--- config.mk ---
export PLATFORM = sky130hd
export DESIGN_NAME = pdl_measure
export DESIGN_NICKNAME = d
export VERILOG_FILES = /design/src/rtl/pdl_measure.sv
export SDC_FILE = /design/constraint.sdc
export NUM_CORES = 1
export LEC_CHECK = 0
export CAP_MARGIN = 30
export CORE_ASPECT_RATIO = 1.1
export CORE_MARGIN = 2
export CORE_UTILIZATION = 40
export DETAILED_ROUTE_END_ITERATION = 10
export PLACE_DENSITY = 0.7
export SYNTH_ARGS = -nofsm -noshare
export SYNTH_HDL_FRONTEND = slang
export SYNTH_SLANG_ARGS = --single-unit
--- constraint.sdc ---
create_clock -name clk -period 5.3 [get_ports clk]
set_clock_uncertainty 0.1 [all_clocks]
set_input_delay 1.59 -clock clk [delete_from_list [all_inputs] [get_ports clk]]
set_output_delay 1.59 -clock clk [all_outputs]
set_load 0.005 [all_outputs]
--- src/rtl/pdl_measure.sv ---
// Pulse measurement for the programmable delay line: counts trigger-to-pulse delay and pulse width,
// then offers both counts (plus timeout/saturation flags) to a consumer over a valid/ready handshake.
module pdl_measure #(
    parameter int CNT_W   = 32,
    parameter int TIMEOUT = 1000000
) (
    input  logic             clk,
    input  logic             reset,
    input  logic             trigger,
    input  logic             pulse_in,
    output logic [CNT_W-1:0] meas_delay,
    output logic [CNT_W-1:0] meas_width,
    output logic             meas_timeout,
    output logic             meas_wsat,
    output logic             meas_valid,
    input  logic             meas_ready,
    output logic             busy,
    output logic [15:0]      drop_cnt,
    output logic [1:0]       dbg_state
);

    typedef enum logic [1:0] {
        IDLE     = 2'd0,
        WAIT     = 2'd1,
        IN_PULSE = 2'd2,
        DONE     = 2'd3
    } state_t;

    localparam logic [CNT_W-1:0] ONE  = CNT_W'(1);
    localparam logic [CNT_W-1:0] TO_V = CNT_W'(TIMEOUT);
    localparam logic [CNT_W-1:0] WMAX = {CNT_W{1'b1}};

    state_t           state_q;
    logic [CNT_W-1:0] cnt_q;
    logic [CNT_W-1:0] wcnt_q;
    logic             trig_q;
    logic             pulse_q;

    logic trig_rise;
    logic pulse_rise;
    logic accept;
    logic drop;

    assign trig_rise  = trigger & ~trig_q;
    assign pulse_rise = pulse_in & ~pulse_q;

    // Handshake: a result is offered while meas_valid is high and is consumed on the first
    // rising edge where meas_valid & meas_ready; the result fields do not change until then.
    assign accept = trig_rise & ((state_q == IDLE) | ((state_q == DONE) & meas_ready));
    assign drop   = trig_rise & ((state_q == WAIT) | (state_q == IN_PULSE) |
                                 ((state_q == DONE) & ~meas_ready));

    assign dbg_state = state_q;

    always_ff @(posedge clk) begin
        if (reset) begin
            state_q      <= IDLE;
            cnt_q        <= '0;
            wcnt_q       <= '0;
            meas_delay   <= '0;
            meas_width   <= '0;
            meas_timeout <= 1'b0;
            meas_wsat    <= 1'b0;
            meas_valid   <= 1'b0;
            busy         <= 1'b0;
            drop_cnt     <= '0;
            // Load current levels so an input held high through reset is not seen as a rise.
            trig_q       <= trigger;
            pulse_q      <= pulse_in;
        end else begin
            trig_q  <= trigger;
            pulse_q <= pulse_in;

            if (drop && (drop_cnt != 16'hFFFF)) begin
                drop_cnt <= drop_cnt + 16'd1;
            end

            case (state_q)
                IDLE: begin
                end
                WAIT: begin
                    if (pulse_rise) begin
                        meas_delay <= cnt_q;
                        wcnt_q     <= ONE;
                        state_q    <= IN_PULSE;
                    end else if (cnt_q == TO_V) begin
                        meas_delay   <= TO_V;
                        meas_width   <= '0;
                        meas_timeout <= 1'b1;
                        meas_valid   <= 1'b1;
                        busy         <= 1'b0;
                        state_q      <= DONE;
                    end else begin
                        cnt_q <= cnt_q + ONE;
                    end
                end
                IN_PULSE: begin
                    if (pulse_in) begin
                        if (wcnt_q != WMAX) begin
                            wcnt_q <= wcnt_q + ONE;
                        end
                        if (wcnt_q >= WMAX - ONE) begin
                            meas_wsat <= 1'b1;
                        end
                    end else begin
                        // Also covers a 1-bit counter that starts already saturated.
                        if (wcnt_q == WMAX) begin
                            meas_wsat <= 1'b1;
                        end
                        meas_width <= wcnt_q;
                        meas_valid <= 1'b1;
                        busy       <= 1'b0;
                        state_q    <= DONE;
                    end
                end
                DONE: begin
                    if (meas_ready) begin
                        meas_valid   <= 1'b0;
                        meas_timeout <= 1'b0;
                        meas_wsat    <= 1'b0;
                        state_q      <= IDLE;
                    end
                end
                default: state_q <= IDLE;
            endcase

            // A trigger accepted while leaving DONE overrides the return to IDLE above.
            if (accept) begin
                busy <= 1'b1;
                if (pulse_rise) begin
                    meas_delay <= '0;
                    wcnt_q     <= ONE;
                    state_q    <= IN_PULSE;
                end else begin
                    cnt_q   <= ONE;
                    state_q <= WAIT;
                end
            end
        end
    end

endmodule

==> metrics.md <==
| Metric | Value |
|---|---|
| Post-synth top cells | `dfxtp_1, a21oi_1, nand2_1` |
| Per-cell routed wire length | `16.7 um` |
| Met1 Usage GRT | `26.7%` |
| Compound-Gate Fraction of Synth Area | `25.8%` |
| Sw Share | `32.2%` |
| Post-Synth Adder-Cell Area | `1.85%` |
| Grt peak-use layer | `met2` |
| H-tree levels | `4` |
| Yosys reg bits | `152` |
| Post-Synth XOR/XNOR Area | `2.59%` |
| Post-synth EDFFs | `0` |
| Synth Cell Area | `7450 sq um` |
| Drt initial violations | `668` |
| Worst Path Arrival | `4140 ps` |
| CP Data Required Time | `5510 ps` |
| Most frequent cell after synthesis | `dfxtp_1` |
| First-pass GRT wire length | `32.9 mm` |
| Sw Pwr | `0.000979 W` |
| Synth warn | `0` |
| I/O pin total | `91` |
| TNS Setup | `0 ps` |
| Critical path type | `input pin to register` |
| Die width | `134 um` |
| GPL Wtd Cong | `0.854` |
| Vias in the first global route | `6,361` |
| Post-cts resize count | `0` |
| Met3 GRT Util | `4.69%` |
| Clock network fraction of design power | `39.3%` |
| Final routed DRC violation total | `0` |
| PwrDens | `334 nW/um^2` |
| Nets | `953` |
| Met2 GRT Util | `33.8%` |
| Hold buffers post-CTS | `0` |
| Maximum clock frequency | `0.254 GHz` |
| Fin area | `9100 sq um` |
| DR vias | `7,011` |
| Unrepaired setup endpoints after global routing | `no` |
| Max_cap viols | `0` |
| Seq pwr share | `39.7%` |
| CP Max Fanout | `16` |
| Die ar. | `19,700 sq um` |
| Main synth FF type | `dfxtp_1` |
| Total leakage power | `2.98 nW` |
| Worst-Margin Slew | `968 ps` |
| Placement Cell Area | `8520 sq um` |
| CP Capture Type | `register` |
| Main combinational cell family by area after synthesis | `compound AO/OA/AOI/OAI gates` |
| Multi-input logic area | `4080 sq um` |
| Initial antenna violation count | `0` |
| Top post-synthesis cells by area | `dfxtp_1, a21oi_1, nand4_1, o21ai_0, and3_1` |
| Antenna-violating nets left | `0` |
| Distinct cell type count after synthesis | `60` |
| Grt ovf | `0` |
| Root buf cell | `clkbuf_16` |
| Hold WC Path Type | `register to register` |
| Tmin final | `3930 ps` |
| Share of the synthesized area in the top cell type | `40.9%` |
| Largest net degree at the start of global routing | `48` |
| Std-Cell Rows | `52` |
| Startpoint types | `input pin` |
| Seq/Total Area, Yosys | `40.9%` |
| GRT Total Usage | `20.5%` |
| Post-Syn Nets | `897` |
| Async SR Flop Fraction | `0%` |
| Post-synthesis mux area share | `1.08%` |
| Layout cells sized above 1 | `7.79%` |
| Largest area contributor in the netlist | `dfxtp_1` |
| Final Hold Fails | `0` |
| CTS tree | `yes` |
| Setup Fix Bufs, Post-CTS | `0` |
| WL final | `19.9 mm` |
| Logic pwr share | `21.0%` |
| Sink Count | `152` |
| Filler cell count | `1,779` |
| CTS clk-pin slew, worst paths | `60 ps` |
| Fin crit share | `74.1%` |
| HPWL Detailed | `13.5 mm` |
| Area Overhead vs Synth | `22.3%` |
| Relative slew margins | `35.5%` |
| Worst skew pair latency | `430 ps` |
| Simple-Gate Fraction of Synth Area | `23.1%` |
| Cells after Synth | `881` |
| Avg Cell Area, Syn | `8.45 sq um` |
| Final Max Tran Viols | `0` |
| Max Buffers Root-to-Sink | `2` |
| Port Buffer Count | `90` |
| DRT Pass-1 Iters | `5` |
| Pint | `0.00206 W` |
| Maximum VDD drop | `0.235 mV` |
| Core area | `18,300 sq um` |
| Via/cell ratio | `5.88` |
| Outcome | `complete, no violations` |
| Chip height | `147 um` |
| CTS buffer count | `17` |
| Final setup violation count | `0` |
| Sequential cell area | `3040 sq um` |
| Starting Density | `40.6%` |
| N_diodes | `0` |
==> cell type report <==
cell class / count / share of cell area [%]
sequential: 152 / 33.4
inverter: 27 / 1.11
clock buffer: 24 / 5.51
multi-input combinational: 638 / 44.8
clock inverter: 8 / 0.948
tap: 243 / 3.34
timing repair buffer: 101 / 10.9
==> final timing paths <==
check                               startpoint             end  slack [ps]  cells past startpoint
worst max-delay path                  pulse_in      wcnt_q[16]        1370                      6
worst min-delay path            meas_width[31]  meas_width[31]         370                      2
worst max register to register       cnt_q[16]  meas_delay[16]        2210                      5
worst min register to register  meas_width[31]  meas_width[31]         370                      2
==> stage by stage <==
| step | total power, W | std cells | setup WS [ps] | utilization, % | hold WS, ps |
|---|---|---|---|---|---|
| floorplan | 0.00164 | 881 | 1880 | - | 349 |
| global placement | 0.00184 | 1158 | 1080 | 46.2 | 360 |
| detailed placement | 0.00187 | 1161 | 1010 | 46.4 | 365 |
| CTS | 0.00306 | 1193 | 1430 | 49.6 | 373 |
| global route | 0.00319 | 1193 | 1060 | 49.6 | 390 |
| finish | 0.00304 | 1193 | 1370 | 49.6 | 374 |
==> state kept, by name, summed over array words and instances, names as in the netlist <==
name	flops
wcnt_q	32
dbg_state	2
cnt_q	32
trig_q	1
meas_delay	32
drop_cnt	16
pulse_q	1
meas_width	32
meas_timeout	1
meas_wsat	1
meas_valid	1
busy	1
==> power groups by stage <==
| stage | sequential (W) | combinational, W | clock [W] |
|---|---|---|---|
| after floorplan | 0.00122 | 0.000421 | 0 |
| after global routing | 0.00121 | 0.000710 | 0.00127 |
| after global placement | 0.00123 | 0.000605 | 0 |
| after detailed placement | 0.00123 | 0.000638 | 0 |
| after CTS | 0.00121 | 0.000637 | 0.00122 |
| final | 0.00121 | 0.000639 | 0.00120 |
==> cells by family after synthesis <==
| family | Yosys count |
|---|---|
| muxes | 8 |
| AOI/OAI and AO/OA | 287 |
| xor gates and xnor gates | 22 |
| DFF | 152 |
| buffers and inverters | 91 |
| adders and majority gates | 11 |
| and+or+nand+nor | 310 |
==> cell usage in the layout (no fill, tap or decap), types with 5 or more instances in the layout <==
cell type        count
buf_4                9
a21boi_0            25
nor2b_1              5
or4_1               10
nand3_1             31
ha_1                11
a31oi_1             14
nor3_1              13
clkbuf_8             5
dfxtp_1            152
nand4_1             44
a211oi_1             7
or2_2                7
xnor2_1             20
nand2_1             58
and2_1               9
o221a_2              7
nor4_1              16
clkbuf_16           17
o21a_1              29
and4_1              10
a21oi_1             70
nor2_1              41
o211ai_1            16
o311ai_0             9
and3_1              35
o31ai_1             10
mux2i_1              8
inv_1               27
clkdlybuf4s50_1     89
o21ai_0             51
nor4b_1              6
a2111oi_0            5
or3_1               14
==> per-layer routing <==
| metal | part of all wire, % | vias up |
|---|---|---|
| met5 | 0 | - |
| met1 | 45 | 3330 |
| met3 | 5.2 | 35 |
| met4 | 1.8 | 0 |
| li1 | - | 3437 |
| met2 | 48 | 209 |
==> worst max-delay path, stage by stage <==
cell	delay (ps)
clkdlybuf4s50_1	730
nor2b_1	500
o21ai_1	310
and2_1	460
o311ai_0	420
o41ai_1	130
(Power assumes the default switching activity.)
